[src/rtl/noc_pkg.sv]
// Shared NoC flit definitions: width, flit_id encodings, field positions.
package noc_pkg;
  localparam int FLIT_W = 32;

  localparam int ID_MSB  = 31;
  localparam int ID_LSB  = 29;
  localparam int DST_MSB = 28;
  localparam int DST_LSB = 25;

  localparam logic [2:0] HEADER  = 3'b001;
  localparam logic [2:0] PAYLOAD = 3'b010;
  localparam logic [2:0] TAIL    = 3'b100;

  typedef enum logic {
    ST_IDLE,
    ST_IN_PKT
  } frame_state_t;
endpackage

[src/rtl/flit_fifo.sv]
// First-word fall-through flit FIFO with a sticky packet-framing checker.
// Head flit visible the cycle after its write; writes while full are dropped.
module flit_fifo #(
  parameter int DEPTH  = 4,
  parameter int FLIT_W = noc_pkg::FLIT_W
) (
  input  logic                       clk,
  input  logic                       rst,
  input  logic [FLIT_W-1:0]          flit_in,
  input  logic                       valid_in,
  output logic                       ready_out,
  input  logic                       read_en,
  output logic [FLIT_W-1:0]          flit_out,
  output logic [2:0]                 flit_id,
  output logic [3:0]                 dst_addr,
  output logic                       empty,
  output logic                       full,
  output logic [$clog2(DEPTH):0]     count,
  output logic                       frame_err
);
  import noc_pkg::*;

  localparam int AW = $clog2(DEPTH);
  localparam int CW = AW + 1;

  logic [FLIT_W-1:0] mem [DEPTH];
  logic [AW-1:0]     wr_ptr;
  logic [AW-1:0]     rd_ptr;
  logic [CW-1:0]     count_q;
  logic              frame_err_q;
  frame_state_t      state;

  logic              empty_i;
  logic              full_i;
  logic              wr;
  logic              rd;
  logic [2:0]        id_in;

  assign empty_i = (count_q == '0);
  assign full_i  = (count_q == CW'(DEPTH));
  assign wr      = valid_in & ~full_i & ~rst;
  assign rd      = read_en & ~empty_i & ~rst;
  assign id_in   = flit_in[ID_MSB:ID_LSB];

  // Storage is not reset; pointers and count alone define what is valid.
  always_ff @(posedge clk) begin
    if (wr) begin
      mem[wr_ptr] <= flit_in;
    end
  end

  always_ff @(posedge clk) begin
    if (rst) begin
      wr_ptr      <= '0;
      rd_ptr      <= '0;
      count_q     <= '0;
      state       <= ST_IDLE;
      frame_err_q <= 1'b0;
    end else begin
      if (wr) wr_ptr <= wr_ptr + AW'(1);
      if (rd) rd_ptr <= rd_ptr + AW'(1);

      case ({wr, rd})
        2'b10:   count_q <= count_q + CW'(1);
        2'b01:   count_q <= count_q - CW'(1);
        default: count_q <= count_q;
      endcase

      // Illegal flits are still stored; they only raise the sticky flag.
      if (wr) begin
        case (state)
          ST_IDLE: begin
            if (id_in == HEADER) state <= ST_IN_PKT;
            else                 frame_err_q <= 1'b1;
          end
          ST_IN_PKT: begin
            if (id_in == TAIL)         state <= ST_IDLE;
            else if (id_in != PAYLOAD) frame_err_q <= 1'b1;
          end
          default: state <= ST_IDLE;
        endcase
      end
    end
  end

  assign empty     = rst | empty_i;
  assign full      = ~rst & full_i;
  assign ready_out = ~rst & ~full_i;
  assign count     = rst ? '0 : count_q;
  assign frame_err = ~rst & frame_err_q;
  assign flit_out  = (rst | empty_i) ? '0 : mem[rd_ptr];
  assign flit_id   = flit_out[ID_MSB:ID_LSB];
  assign dst_addr  = flit_out[DST_MSB:DST_LSB];
endmodule
[config.mk]
export PLATFORM = sky130hd
export DESIGN_NAME = flit_fifo
export DESIGN_NICKNAME = d
export VERILOG_FILES = /design/src/rtl/noc_pkg.sv /design/src/rtl/flit_fifo.sv
export SDC_FILE = /design/constraint.sdc
export NUM_CORES = 1
export LEC_CHECK = 0
export BUFFER_PORTS_ARGS = -buffer_cell sky130_fd_sc_hd__buf_2
export CAP_MARGIN = 15
export CORE_AREA = 10 10 149 151
export CTS_CLUSTER_DIAMETER = 150
export DETAILED_ROUTE_END_ITERATION = 10
export DIE_AREA = 0 0 159 161
export RECOVER_POWER = 25
export SLEW_MARGIN = 25
export SYNTH_ARGS = -nofsm -noshare
export SYNTH_HDL_FRONTEND = slang
export SYNTH_SLANG_ARGS = --single-unit
[constraint.sdc]
create_clock -name clk -period 2.77 [get_ports clk]
set_input_delay 0.277 -clock clk [delete_from_list [all_inputs] [get_ports clk]]
set_output_delay 0.277 -clock clk [all_outputs]
set_load 0.01 [all_outputs]
==> results.txt, run 1 <==
----------------------------------------------------
[Yosys]
  Most used DFF post-synth ... sky130_fd_sc_hd__edfxtp_1
  Netlist area before placement ... between 5000 and 6000 um2
  Yosys warnings ... 0
  Library cells used by synthesis ... 35
  Top cells by count, synth ... sky130_fd_sc_hd__edfxtp_1 (128), sky130_fd_sc_hd__nor2b_1 (31), sky130_fd_sc_hd__mux4_1 (24)
  Async S/R FF share, synth ... 0
  Mean instance size in the synthesized netlist ... 19.7 um2
  Sequential area share after synthesis ... 0.713
  Largest area contributor in the synthesized netlist ... sky130_fd_sc_hd__edfxtp_1
  EDFF count, synth ... about 130
  Post-Syn Instances ... slightly below 300
  Cells taking the most area after synthesis ... sky130_fd_sc_hd__edfxtp_1 (67%), sky130_fd_sc_hd__mux4_1 (11%), sky130_fd_sc_hd__dfxtp_1 (3.9%)
  Flops & latches, synth ... 139
  Syn nets ... ~330
  Cell with the most instances after synthesis ... sky130_fd_sc_hd__edfxtp_1
  Synth top area share ... 0.674

[Clocking]
  Clock transition at the registers of the reported paths ... 0.06 ns
  Hold buffers post-CTS ... 0
  Number of buffers inserted by post-CTS setup repair ... 0
  Clk root buf ... sky130_fd_sc_hd__clkbuf_16
  Buffer depth of the longest clock path ... 2
  Clock insertion delay at the later pin of the skew report ... 0.40 ns
  H-tree levels ... 4
  Number of buffers added by the clock tree synthesis step ... 17
  CTS sink cnt ... approximately 140
  Clock tree from TritonCTS ... built
  Post-cts gate resize count ... 0

[Floorplan]
  Die ar. ... approximately 26000 um2
  Core Footprint ... 19200 um2
  Die width ... around 160 um
  Row cnt ... 51
  Initial core utilization ... 0.297
  I/O pin cnt ... between 80 and 90
  Overall die height ... 161 um

[Placed design]
  Placement Setup Slack ... 0.442 ns
  Half-perimeter wire length of the detailed placement result ... roughly 7000 um
  I/O Buffers ... 81
  GP Congestion ... ~0.75

[Drt]
  Via count ... 2858
  Wirelength per Cell ... between 15 and 20 um
  Iteration count of the initial detailed-routing pass ... 4
  Number of DRC markers after the initial detailed-route iteration ... 132
  Number of nets still failing antenna checks after routing ... 0
  Post-detailed-route DRC marker count ... 0
  Drt total wl ... roughly 11000 um
  Number of vias per cell ... 4.37

[Finish]
  Core Util, Final ... 0.359
  Area added between synthesis and finish ... 20.9%
  Filler Cells Inserted ... between 1500 and 2000
  Layout cells sized above 1 ... 0.293
  Nets ... about 420
  Number of antenna repair diodes ... 0

[Timing]
  Max transition margin ... 0.653
  Slew at the pin with the worst max-slew slack ... 0.520 ns
  Final period demand of the worst path ... 2.39 ns
  Worst Skew ... 0.00553 ns
  Max frequency ... 418 MHz
  Final worst hold slack ... 0.0838 ns
  Summed negative setup slack over all endpoints ... 0 ns
  Number of pins exceeding their max-slew limit in the final report ... 0
  Final hold violation count ... 0
  Post-route fraction of the period consumed by the critical path ... 0.864
  Setup-violating endpoint count in the final report ... 0
  RSZ-0062 raised after global routing ... no
  Worst Slack Setup Final ... between 0.3 and 0.4 ns

[Worst setup path]
  Critical path class ... reg -> out
  Largest fanout on the critical path ... 23
  Nature of the critical path endpoint ... output pin
  Critical path data required time ... 2.49 ns
  Arrival time of data at the critical path endpoint ... 2.12 ns
  Kind of start point of the critical path ... register

[Power]
  Power Density ... around 710 nW/um2
  IR drop worst, VDD ... 389 uV
  Cell leakage power ... 2.36 nW

[Run]
  MaxCap Viol Count ... 0

[GRT]
  First-pass GRT wire length ... roughly 17000 um
  Global-route usage over all layers ... 0.0890
  Vias in the first global route ... 3163
  Antenna violations before repair ... 1
  Maximum number of pins on one net before global-route repair ... 36
  Remaining global-route overflow ... 0

[Min path]
  Min-Delay Path Class ... in -> reg

[Status]
  Result of the run ... completed

----------------------------------------------------
==> where the power goes <==
group	switching [mW]	total (mW)	internal (mW)	leakage (nW)
clock network	0.831	2.06	1.23	0.250
logic	0.236	0.456	0.219	0.856
registers	0.0314	2.38	2.35	1.25
total	1.10	4.90	3.80	2.36
==> registers in the layout, summed over array words and instances (netlist names), named ones only <==
register,count
count_q,3
frame_err_q,1
state,1
rd_ptr,2
mem,128
wr_ptr,2
==> logic make-up after synthesis <==
family                     Yosys count  share of synthesized area
adders and majority gates            6                     0.0145
AOI/OAI and AO/OA                   17                     0.0182
DFF                                139                      0.713
buffers and inverters               30                     0.0404
xor gates and xnor gates             2                    0.00307
and+or+nand+nor                     63                     0.0685
muxes                               32                      0.142
==> metal layers <==
metal | part of all wire | global-route usage
met5 | 0.00072 | 0
met4 | 0.015 | 0.0354
met3 | 0.050 | 0.0313
met2 | 0.50 | 0.151
met1 | 0.44 | 0.101
==> per-stage QoR <==
| stage | area (um2) | total power [mW] | cells |
|---|---|---|---|
| after detailed placement | 6370 | 2.90 | 622 |
| after global placement | 6370 | 2.88 | 622 |
| after floorplan | 5700 | 2.75 | 289 |
| final | 6890 | 4.90 | 654 |
| after global routing | 6890 | 5.12 | 654 |
| after CTS | 6920 | 4.98 | 654 |
==> critical path: stages, from the launching register on <==
cell and delay, ns:
sky130_fd_sc_hd__dfxtp_2 0.53, sky130_fd_sc_hd__buf_12 0.27, sky130_fd_sc_hd__mux4_1 0.59, sky130_fd_sc_hd__nor2b_1 0.15
sky130_fd_sc_hd__buf_2 0.16
==> cell usage in the layout (no fill, tap or decap), types with 2 or more instances in the layout <==
cell type,n
sky130_fd_sc_hd__nor2b_1,31
sky130_fd_sc_hd__clkinvlp_4,6
sky130_fd_sc_hd__buf_12,5
sky130_fd_sc_hd__edfxtp_1,128
sky130_fd_sc_hd__o21ai_0,5
sky130_fd_sc_hd__xor2_1,2
sky130_fd_sc_hd__dfxtp_1,9
sky130_fd_sc_hd__buf_2,59
sky130_fd_sc_hd__o31ai_1,2
sky130_fd_sc_hd__clkbuf_16,17
sky130_fd_sc_hd__buf_4,2
sky130_fd_sc_hd__clkinv_1,2
sky130_fd_sc_hd__mux4_1,24
sky130_fd_sc_hd__a21oi_1,6
sky130_fd_sc_hd__nor2_1,11
sky130_fd_sc_hd__mux4_2,8
sky130_fd_sc_hd__ha_1,5
sky130_fd_sc_hd__and3_2,4
sky130_fd_sc_hd__and3_1,2
sky130_fd_sc_hd__clkbuf_1,23
sky130_fd_sc_hd__or3_1,2
sky130_fd_sc_hd__inv_1,10
sky130_fd_sc_hd__nor2b_4,3
sky130_fd_sc_hd__dfxtp_2,2
sky130_fd_sc_hd__inv_6,3
sky130_fd_sc_hd__nand3_1,2
==> final timing paths <==
check,start,endpoint,slack (ns),depth (start not counted)
max,register,flit_out[9],0.38,4
min,flit_in[2],mem[3][2],0.08,1
max reg2reg,count_q[2],count_q[2],0.38,9
min reg2reg,frame_err_q,frame_err_q,0.47,2
==> cell type report <==
| cell class | instances | area [um2] | share of cell area |
|---|---|---|---|
| multi-input combinational | 120 | 1410 | 0.205 |
| tap | 265 | 332 | 0.0481 |
| inverter | 10 | 37.5 | 0.00545 |
| clock buffer | 18 | 429 | 0.0623 |
| timing repair buffer | 88 | 493 | 0.0715 |
| sequential | 139 | 4070 | 0.590 |
| clock inverter | 14 | 123 | 0.0178 |
No activity file was read; power rests on OpenSTA's default activity.
==> run 2: changes to the inputs <==
--- a/config.mk
+++ b/config.mk
@@ -7,10 +7,10 @@
 export LEC_CHECK = 0
 export BUFFER_PORTS_ARGS = -buffer_cell sky130_fd_sc_hd__buf_2
 export CAP_MARGIN = 15
-export CORE_AREA = 10 10 149 151
+export CORE_AREA = 10 10 166 137
 export CTS_CLUSTER_DIAMETER = 150
 export DETAILED_ROUTE_END_ITERATION = 10
-export DIE_AREA = 0 0 159 161
+export DIE_AREA = 0 0 176 147
 export RECOVER_POWER = 25
 export SLEW_MARGIN = 25
 export SYNTH_ARGS = -nofsm -noshare
==> run 2 against run 1 <==
Against the previous run: total power rose by 5.2%; sequential power barely moved; register-to-register slack improved by 0.07 ns; worst hold slack improved by 0.0026 ns; count of clock-buffer cells in the layout rose by 1; highest routed layer unchanged; die area rose by 1.1%; via count rose by 1.1%; first-iteration DRC count fell by 1.5%; non-clock buffer count rose by 2.
==> results.txt, run 2 (synthesis results as in run 1) <==
----------------------------------------------------
[Status]
  Result of the run ... completed (unchanged)

[Timing]
  Final worst hold slack ... 0.0864 ns (was 0.0838 ns)
  Summed negative setup slack over all endpoints ... 0 ns (unchanged)
  Final hold violation count ... 0 (unchanged)
  Slew at the pin with the worst max-slew slack ... 0.530 ns (was 0.520 ns)
  Worst Slack Setup Final ... 0.408 ns (was 0.378 ns)
  Final period demand of the worst path ... 2.36 ns (was 2.39 ns)
  Number of pins exceeding their max-slew limit in the final report ... 0 (unchanged)
  Max transition margin ... 0.647 (was 0.653)
  Post-route fraction of the period consumed by the critical path ... 0.853 (was 0.864)
  Worst Skew ... 0.0125 ns (was 0.00553 ns)
  RSZ-0062 raised after global routing ... no (unchanged)
  Setup-violating endpoint count in the final report ... 0 (unchanged)
  Max frequency ... 423 MHz (was 418 MHz)

[Floorplan]
  I/O pin cnt ... 82 (unchanged)
  Core Footprint ... 19500 um2 (was 19200 um2)
  Initial core utilization ... 0.293 (was 0.297)
  Die ar. ... 25900 um2 (was 25600 um2)
  Overall die height ... 147 um (was 161 um)
  Die width ... 176 um (was 159 um)
  Row cnt ... 46 (was 51)

[Finish]
  Layout cells sized above 1 ... 0.290 (was 0.293)
  Top library cells by usage in the layout, fill and taps aside ... sky130_fd_sc_hd__edfxtp_1 (128), sky130_fd_sc_hd__buf_2 (58), sky130_fd_sc_hd__nor2b_1 (31) (was sky130_fd_sc_hd__edfxtp_1 (128), sky130_fd_sc_hd__buf_2 (59), sky130_fd_sc_hd__nor2b_1 (31))
  Nets ... 420 (was 418)
  Max FFs per register ... 128 (unchanged)
  Reg with most FFs ... mem (unchanged)
  Largest registers ranked by flip-flop count ... mem x128, count_q x3 (unchanged)
  Most common library cell in the layout ignoring fill and taps ... sky130_fd_sc_hd__edfxtp_1 (unchanged)
  Number of antenna repair diodes ... 0 (unchanged)
  Final non-filler cell total ... 654 (unchanged)
  Area added between synthesis and finish ... 21.8% (was 20.9%)

[Power]
  Final Total Pwr ... 5.15 mW (was 4.90 mW)
  Int Power ... 4.06 mW (was 3.80 mW)
  IR drop worst, VDD ... 360 uV (was 389 uV)
  Register share of total power ... 0.460 (was 0.486)
  Fraction of power consumed by combinational cells ... 0.090 (was 0.093)
  Relative contribution of the clock network to total power ... 0.450 (was 0.421)
  Cell leakage power ... 2.40 nW (was 2.36 nW)
  Net switching power ... 1.09 mW (was 1.10 mW)
  Power Density ... 742 nW/um2 (was 711 nW/um2)
  Fraction of power spent switching nets ... 0.212 (was 0.224)

[Clocking]
  Number of buffers inserted by post-CTS setup repair ... 0 (unchanged)
  Clock transition at the registers of the reported paths ... 0.06 ns (about the same)
  Buffer depth of the longest clock path ... 2 (unchanged)
  Hold buffers post-CTS ... 0 (unchanged)
  H-tree levels ... 4 (unchanged)
  Clock tree from TritonCTS ... built (unchanged)
  Number of buffers added by the clock tree synthesis step ... 17 (unchanged)
  Post-cts gate resize count ... 0 (unchanged)
  Clk root buf ... sky130_fd_sc_hd__clkbuf_16 (unchanged)
  Clock insertion delay at the later pin of the skew report ... 0.42 ns (was 0.40 ns)
  CTS sink cnt ... 139 (unchanged)

[Drt]
  Drt total wl ... 11700 um (was 11200 um)
  Via count ... 2889 (was 2858)
  Wirelength per Cell ... 17.9 um (was 17.1 um)
  Iteration count of the initial detailed-routing pass ... 4 (unchanged)
  Post-detailed-route DRC marker count ... 0 (unchanged)
  Number of DRC markers after the initial detailed-route iteration ... 130 (was 132)
  Number of vias per cell ... 4.42 (was 4.37)
  Number of nets still failing antenna checks after routing ... 0 (unchanged)

[GRT]
  Remaining global-route overflow ... 0 (unchanged)
  First-pass GRT wire length ... 18000 um (was 17300 um)
  Vias in the first global route ... 3141 (was 3163)
  Maximum number of pins on one net before global-route repair ... 36 (unchanged)
  Global-route usage over all layers ... 0.0933 (was 0.0890)
  Antenna violations before repair ... 1 (unchanged)

[Worst setup path]
  Critical path class ... reg -> out (unchanged)
  Crit-path cells ... nor3_1 > or2_2 > buf_4 > nor2b_1 > buf_2 (was buf_12 > mux4_1 > nor2b_1 > buf_2)
  Kind of start point of the critical path ... register (unchanged)
  Critical path data required time ... 2.49 ns (about the same)
  R2r startpoint ... count_q[2] (unchanged)
  Slowest cell on the critical path ... sky130_fd_sc_hd__buf_4 (was sky130_fd_sc_hd__mux4_1)
  Crit. Startpoint ... count_q[2]
  Arrival time of data at the critical path endpoint ... 2.08 ns (was 2.12 ns)
  Largest fanout on the critical path ... 35 (was 23)
  Nature of the critical path endpoint ... output pin (unchanged)
  Slowest Stage Delay on Critical Path ... 0.44 ns (was 0.59 ns)

[Min path]
  Min-Delay Path Class ... in -> reg (unchanged)
  Launch instance of the worst min-delay path ... flit_in[28] (was flit_in[2])

[Run]
  MaxCap Viol Count ... 0 (unchanged)

[Placed design]
  Placement Setup Slack ... 0.469 ns (was 0.442 ns)
  I/O Buffers ... 81 (unchanged)
  Total instance count after detailed placement ... 623 (was 622)
  Half-perimeter wire length of the detailed placement result ... 7590 um (was 7200 um)
  GP Congestion ... 0.713 (was 0.750)

----------------------------------------------------
run 2: cell count changes in the layout (fill, tap and decap cells not counted):
cell	change
sky130_fd_sc_hd__buf_4	+3
sky130_fd_sc_hd__bufinv_16	+3
sky130_fd_sc_hd__clkinvlp_4	-3
sky130_fd_sc_hd__clkbuf_1	+2
sky130_fd_sc_hd__inv_6	-2
sky130_fd_sc_hd__buf_12	-1
sky130_fd_sc_hd__buf_2	-1
run 2: worst paths after layout:
path                            cells after the start  slack (ns)            to
worst max-delay path                                5        0.41  flit_out[17]
worst min register to register                      2        0.46   frame_err_q
worst min-delay path                                1        0.09    mem[3][28]
worst max register to register                      9        0.45    count_q[2]
run 2: critical path, delay by kind of cell (launching register included):
family        cells  cell delay (ns)
buf+inv           2             0.62
flops             1             0.34
simple gates      3             0.68
run 2: power groups by stage:
stage                     clock network, mW  registers, mW  logic [mW]
after global placement                    0           2.41       0.473
after detailed placement                  0           2.42       0.484
after floorplan                           0           2.41       0.341
after global routing                   2.48           2.38       0.513
after CTS                              2.40           2.37       0.485
final                                  2.32           2.37       0.465
run 2: layer usage:
layer | GRT usage | wire (um)
met3 | 0.0425 | 671
met1 | 0.109 | 5160
met5 | 0 | 13
met2 | 0.148 | 5740
met4 | 0.0330 | 119
run 2: metrics by stage:
step / cell area, um2 / util
6_report: 6940 / 0.357
5_1_grt: 6940 / 0.357
4_1_cts: 6970 / 0.358
3_5_place_dp: 6370 / 0.327
3_3_place_gp: 6370 / 0.327
2_1_floorplan: 5700 / -
run 2: cell type report:
type,instances,area [um2]
Clock buffer,19,433
Clock inverter,12,173
Fill cell,1873,12500
Inverter,10,37.5
Multi-Input combinational cell,120,1410
Sequential cell,139,4070
Tap cell,264,330
Timing Repair Buffer,90,494
==> run 3: changes to the inputs <==
--- a/config.mk
+++ b/config.mk
@@ -11,6 +11,7 @@
 export CTS_CLUSTER_DIAMETER = 150
 export DETAILED_ROUTE_END_ITERATION = 10
 export DIE_AREA = 0 0 176 147
+export PLACE_DENSITY = 0.56
 export RECOVER_POWER = 25
 export SLEW_MARGIN = 25
 export SYNTH_ARGS = -nofsm -noshare
==> run 3 against run 2 <==
Against the previous run: die area did not move; fmax fell by 4.0%; global-route usage barely moved; via count rose by 0.21%; utilization barely moved; worst hold slack barely moved; sequential power barely moved; first-iteration DRC count rose by 42%; clock skew fell by 0.0035 ns; sequential cell count did not move; count of clock-buffer cells in the layout fell by 2; largest cell class unchanged; largest power group unchanged.
==> results.txt, run 3 (synthesis results as in run 1) <==
----------------------------------------------------
[Clocking]
  Post-cts gate resize count ... 0 (unchanged)
  Buffer depth of the longest clock path ... 2 (unchanged)
  Number of buffers inserted by post-CTS setup repair ... 0 (unchanged)
  Clock insertion delay at the later pin of the skew report ... 0.41 ns (was 0.42 ns)
  CTS sink cnt ... 139 (unchanged)
  Clk root buf ... sky130_fd_sc_hd__clkbuf_16 (unchanged)
  Hold buffers post-CTS ... 0 (unchanged)
  Clock tree from TritonCTS ... built (unchanged)
  Clock transition at the registers of the reported paths ... 0.06 ns (about the same)
  H-tree levels ... 4 (unchanged)
  Number of buffers added by the clock tree synthesis step ... 17 (unchanged)

[Min path]
  Number of cells on the worst hold path ... 1 (unchanged)
  Min-Delay Path Class ... in -> reg (unchanged)
  Launch instance of the worst min-delay path ... flit_in[17] (was flit_in[28])
  Terminating pin of the worst hold path ... mem[1][17] (was mem[3][28])

[Timing]
  Final hold violation count ... 0 (unchanged)
  Post-route fraction of the period consumed by the critical path ... 0.888 (was 0.853)
  Final worst hold slack ... 0.0865 ns (was 0.0864 ns)
  Max frequency ... 406 MHz (was 423 MHz)
  Number of pins exceeding their max-slew limit in the final report ... 0 (unchanged)
  Final period demand of the worst path ... 2.46 ns (was 2.36 ns)
  Summed negative setup slack over all endpoints ... 0 ns (unchanged)
  Slew at the pin with the worst max-slew slack ... 0.545 ns (was 0.530 ns)
  RSZ-0062 raised after global routing ... no (unchanged)
  Worst Slack Setup Final ... 0.309 ns (was 0.408 ns)
  Worst Skew ... 0.00908 ns (was 0.0125 ns)
  Setup-violating endpoint count in the final report ... 0 (unchanged)
  Max transition margin ... 0.636 (was 0.647)

[Worst setup path]
  Register-to-register setup slack ... 0.32 ns (was 0.45 ns)
  Largest fanout on the critical path ... 13 (was 35)
  Critical path data required time ... 2.49 ns (about the same)
  Kind of start point of the critical path ... register (unchanged)
  R2r startpoint ... count_q[2] (unchanged)
  Arrival time of data at the critical path endpoint ... 2.18 ns (was 2.08 ns)
  Terminus of the critical flop-to-flop path ... count_q[2] (unchanged)
  Critical path class ... reg -> out (unchanged)
  Nature of the critical path endpoint ... output pin (unchanged)
  Worst R2R Path Depth ... 9 (unchanged)

[Drt]
  Wirelength per Cell ... 18.1 um (was 17.9 um)
  Iteration count of the initial detailed-routing pass ... 4 (unchanged)
  Number of nets still failing antenna checks after routing ... 0 (unchanged)
  Post-detailed-route DRC marker count ... 0 (unchanged)
  Via count ... 2895 (was 2889)
  Drt total wl ... 11900 um (was 11700 um)
  Number of DRC markers after the initial detailed-route iteration ... 184 (was 130)
  Number of vias per cell ... 4.43 (was 4.42)

[Power]
  Power Density ... 727 nW/um2 (was 742 nW/um2)
  Relative contribution of the clock network to total power ... 0.436 (was 0.450)
  Fraction of power spent switching nets ... 0.239 (was 0.212)
  Net switching power ... 1.21 mW (was 1.09 mW)
  Cell leakage power ... 2.40 nW (about the same)
  Register share of total power ... 0.472 (was 0.460)
  IR drop worst, VDD ... 417 uV (was 360 uV)
  Final Total Pwr ... 5.05 mW (was 5.15 mW)
  Fraction of power consumed by combinational cells ... 0.092 (was 0.090)
  Int Power ... 3.84 mW (was 4.06 mW)

[Floorplan]
  Die ar. ... 25900 um2 (unchanged)
  Core Footprint ... 19500 um2 (unchanged)
  Initial core utilization ... 0.293 (unchanged)
  Row cnt ... 46 (unchanged)
  Die width ... 176 um (unchanged)
  I/O pin cnt ... 82 (unchanged)
  Overall die height ... 147 um (unchanged)

[Placed design]
  Placement Setup Slack ... 0.370 ns (was 0.469 ns)
  GP Congestion ... 0.712 (was 0.713)
  Total instance count after detailed placement ... 622 (was 623)
  Area after detailed placement ... 6380 um2 (was 6370 um2)
  Half-perimeter wire length of the detailed placement result ... 7520 um (was 7590 um)
  I/O Buffers ... 81 (unchanged)

[Finish]
  Max FFs per register ... 128 (unchanged)
  Layout cells sized above 1 ... 0.305 (was 0.290)
  Nets ... 419 (was 420)
  Most common library cell in the layout ignoring fill and taps ... sky130_fd_sc_hd__edfxtp_1 (unchanged)
  Core Util, Final ... 0.357 (about the same)
  Reg with most FFs ... mem (unchanged)
  Area added between synthesis and finish ... 21.8% (about the same)
  Final non-filler cell total ... 654 (unchanged)
  Largest registers ranked by flip-flop count ... mem x128, count_q x3 (unchanged)
  Summed area of non-filler cells in the final layout ... 6940 um2 (about the same)
  Number of antenna repair diodes ... 0 (unchanged)
  Top library cells by usage in the layout, fill and taps aside ... sky130_fd_sc_hd__edfxtp_1 (128), sky130_fd_sc_hd__buf_2 (60), sky130_fd_sc_hd__nor2b_1 (31) (was sky130_fd_sc_hd__edfxtp_1 (128), sky130_fd_sc_hd__buf_2 (58), sky130_fd_sc_hd__nor2b_1 (31))

[GRT]
  Maximum number of pins on one net before global-route repair ... 36 (unchanged)
  First-pass GRT wire length ... 18300 um (was 18000 um)
  Global-route usage over all layers ... 0.0938 (was 0.0933)
  Remaining global-route overflow ... 0 (unchanged)
  Antenna violations before repair ... 0 (was 1)
  Vias in the first global route ... 3184 (was 3141)

[Run]
  MaxCap Viol Count ... 0 (unchanged)

[Status]
  Result of the run ... completed (unchanged)

----------------------------------------------------
run 3: changes by cell type in the layout (fill, tap and decap cells not counted), sizes merged:
cell	before	now
clkbuf	42	38
bufinv	4	1
clkinvlp	3	4
clkinv	4	3
inv	11	17
buf	67	68
run 3: worst max path at each step:
| stage | start | to | cells after the start | slack [ns] |
|---|---|---|---|---|
| global route | register | flit_out[10] | 4 | 0.16 |
| finish | register | flit_out[1] | 4 | 0.31 |
| CTS | register | flit_out[1] | 4 | 0.25 |
| floorplan | count_q[0] | count_q[2] | 11 | 0.53 |
| global placement | count_q[2] | count_q[2] | 9 | 0.57 |
| detailed placement | count_q[2] | count_q[2] | 9 | 0.37 |
run 3: worst max-delay path, cell delays in order, from the launching register on:
cell	delay [ns]
sky130_fd_sc_hd__dfxtp_2	0.60
sky130_fd_sc_hd__buf_4	0.30
sky130_fd_sc_hd__mux4_1	0.57
sky130_fd_sc_hd__nor2b_1	0.14
sky130_fd_sc_hd__buf_2	0.16
run 3: power by group through the flow:
stage                     clock, mW  combinational, mW  sequential [mW]
final                          2.20              0.463             2.38
after detailed placement          0              0.483             2.43
after global routing           2.37              0.513             2.39
after floorplan                   0              0.341             2.41
after CTS                      2.26              0.484             2.38
after global placement            0              0.475             2.43
run 3: layout make-up:
| class | count | area [um2] |
|---|---|---|
| tap | 264 | 330 |
| inverter | 10 | 37.5 |
| timing repair buffer | 89 | 514 |
| clock inverter | 15 | 159 |
| multi-input combinational | 120 | 1410 |
| sequential | 139 | 4070 |
| clock buffer | 17 | 425 |
| fill | 1893 | 12500 |
run 3: metal layers:
metal / up-vias / share of wire / global-route usage / routed length, um
met2: 77 / 0.48 / 0.152 / 5660
met1: 1478 / 0.46 / 0.115 / 5490
met3: 8 / 0.052 / 0.0356 / 617
li1: 1332 / - / - / -
met5: - / 0 / 0 / 0
met4: 0 / 0.0071 / 0.0241 / 84
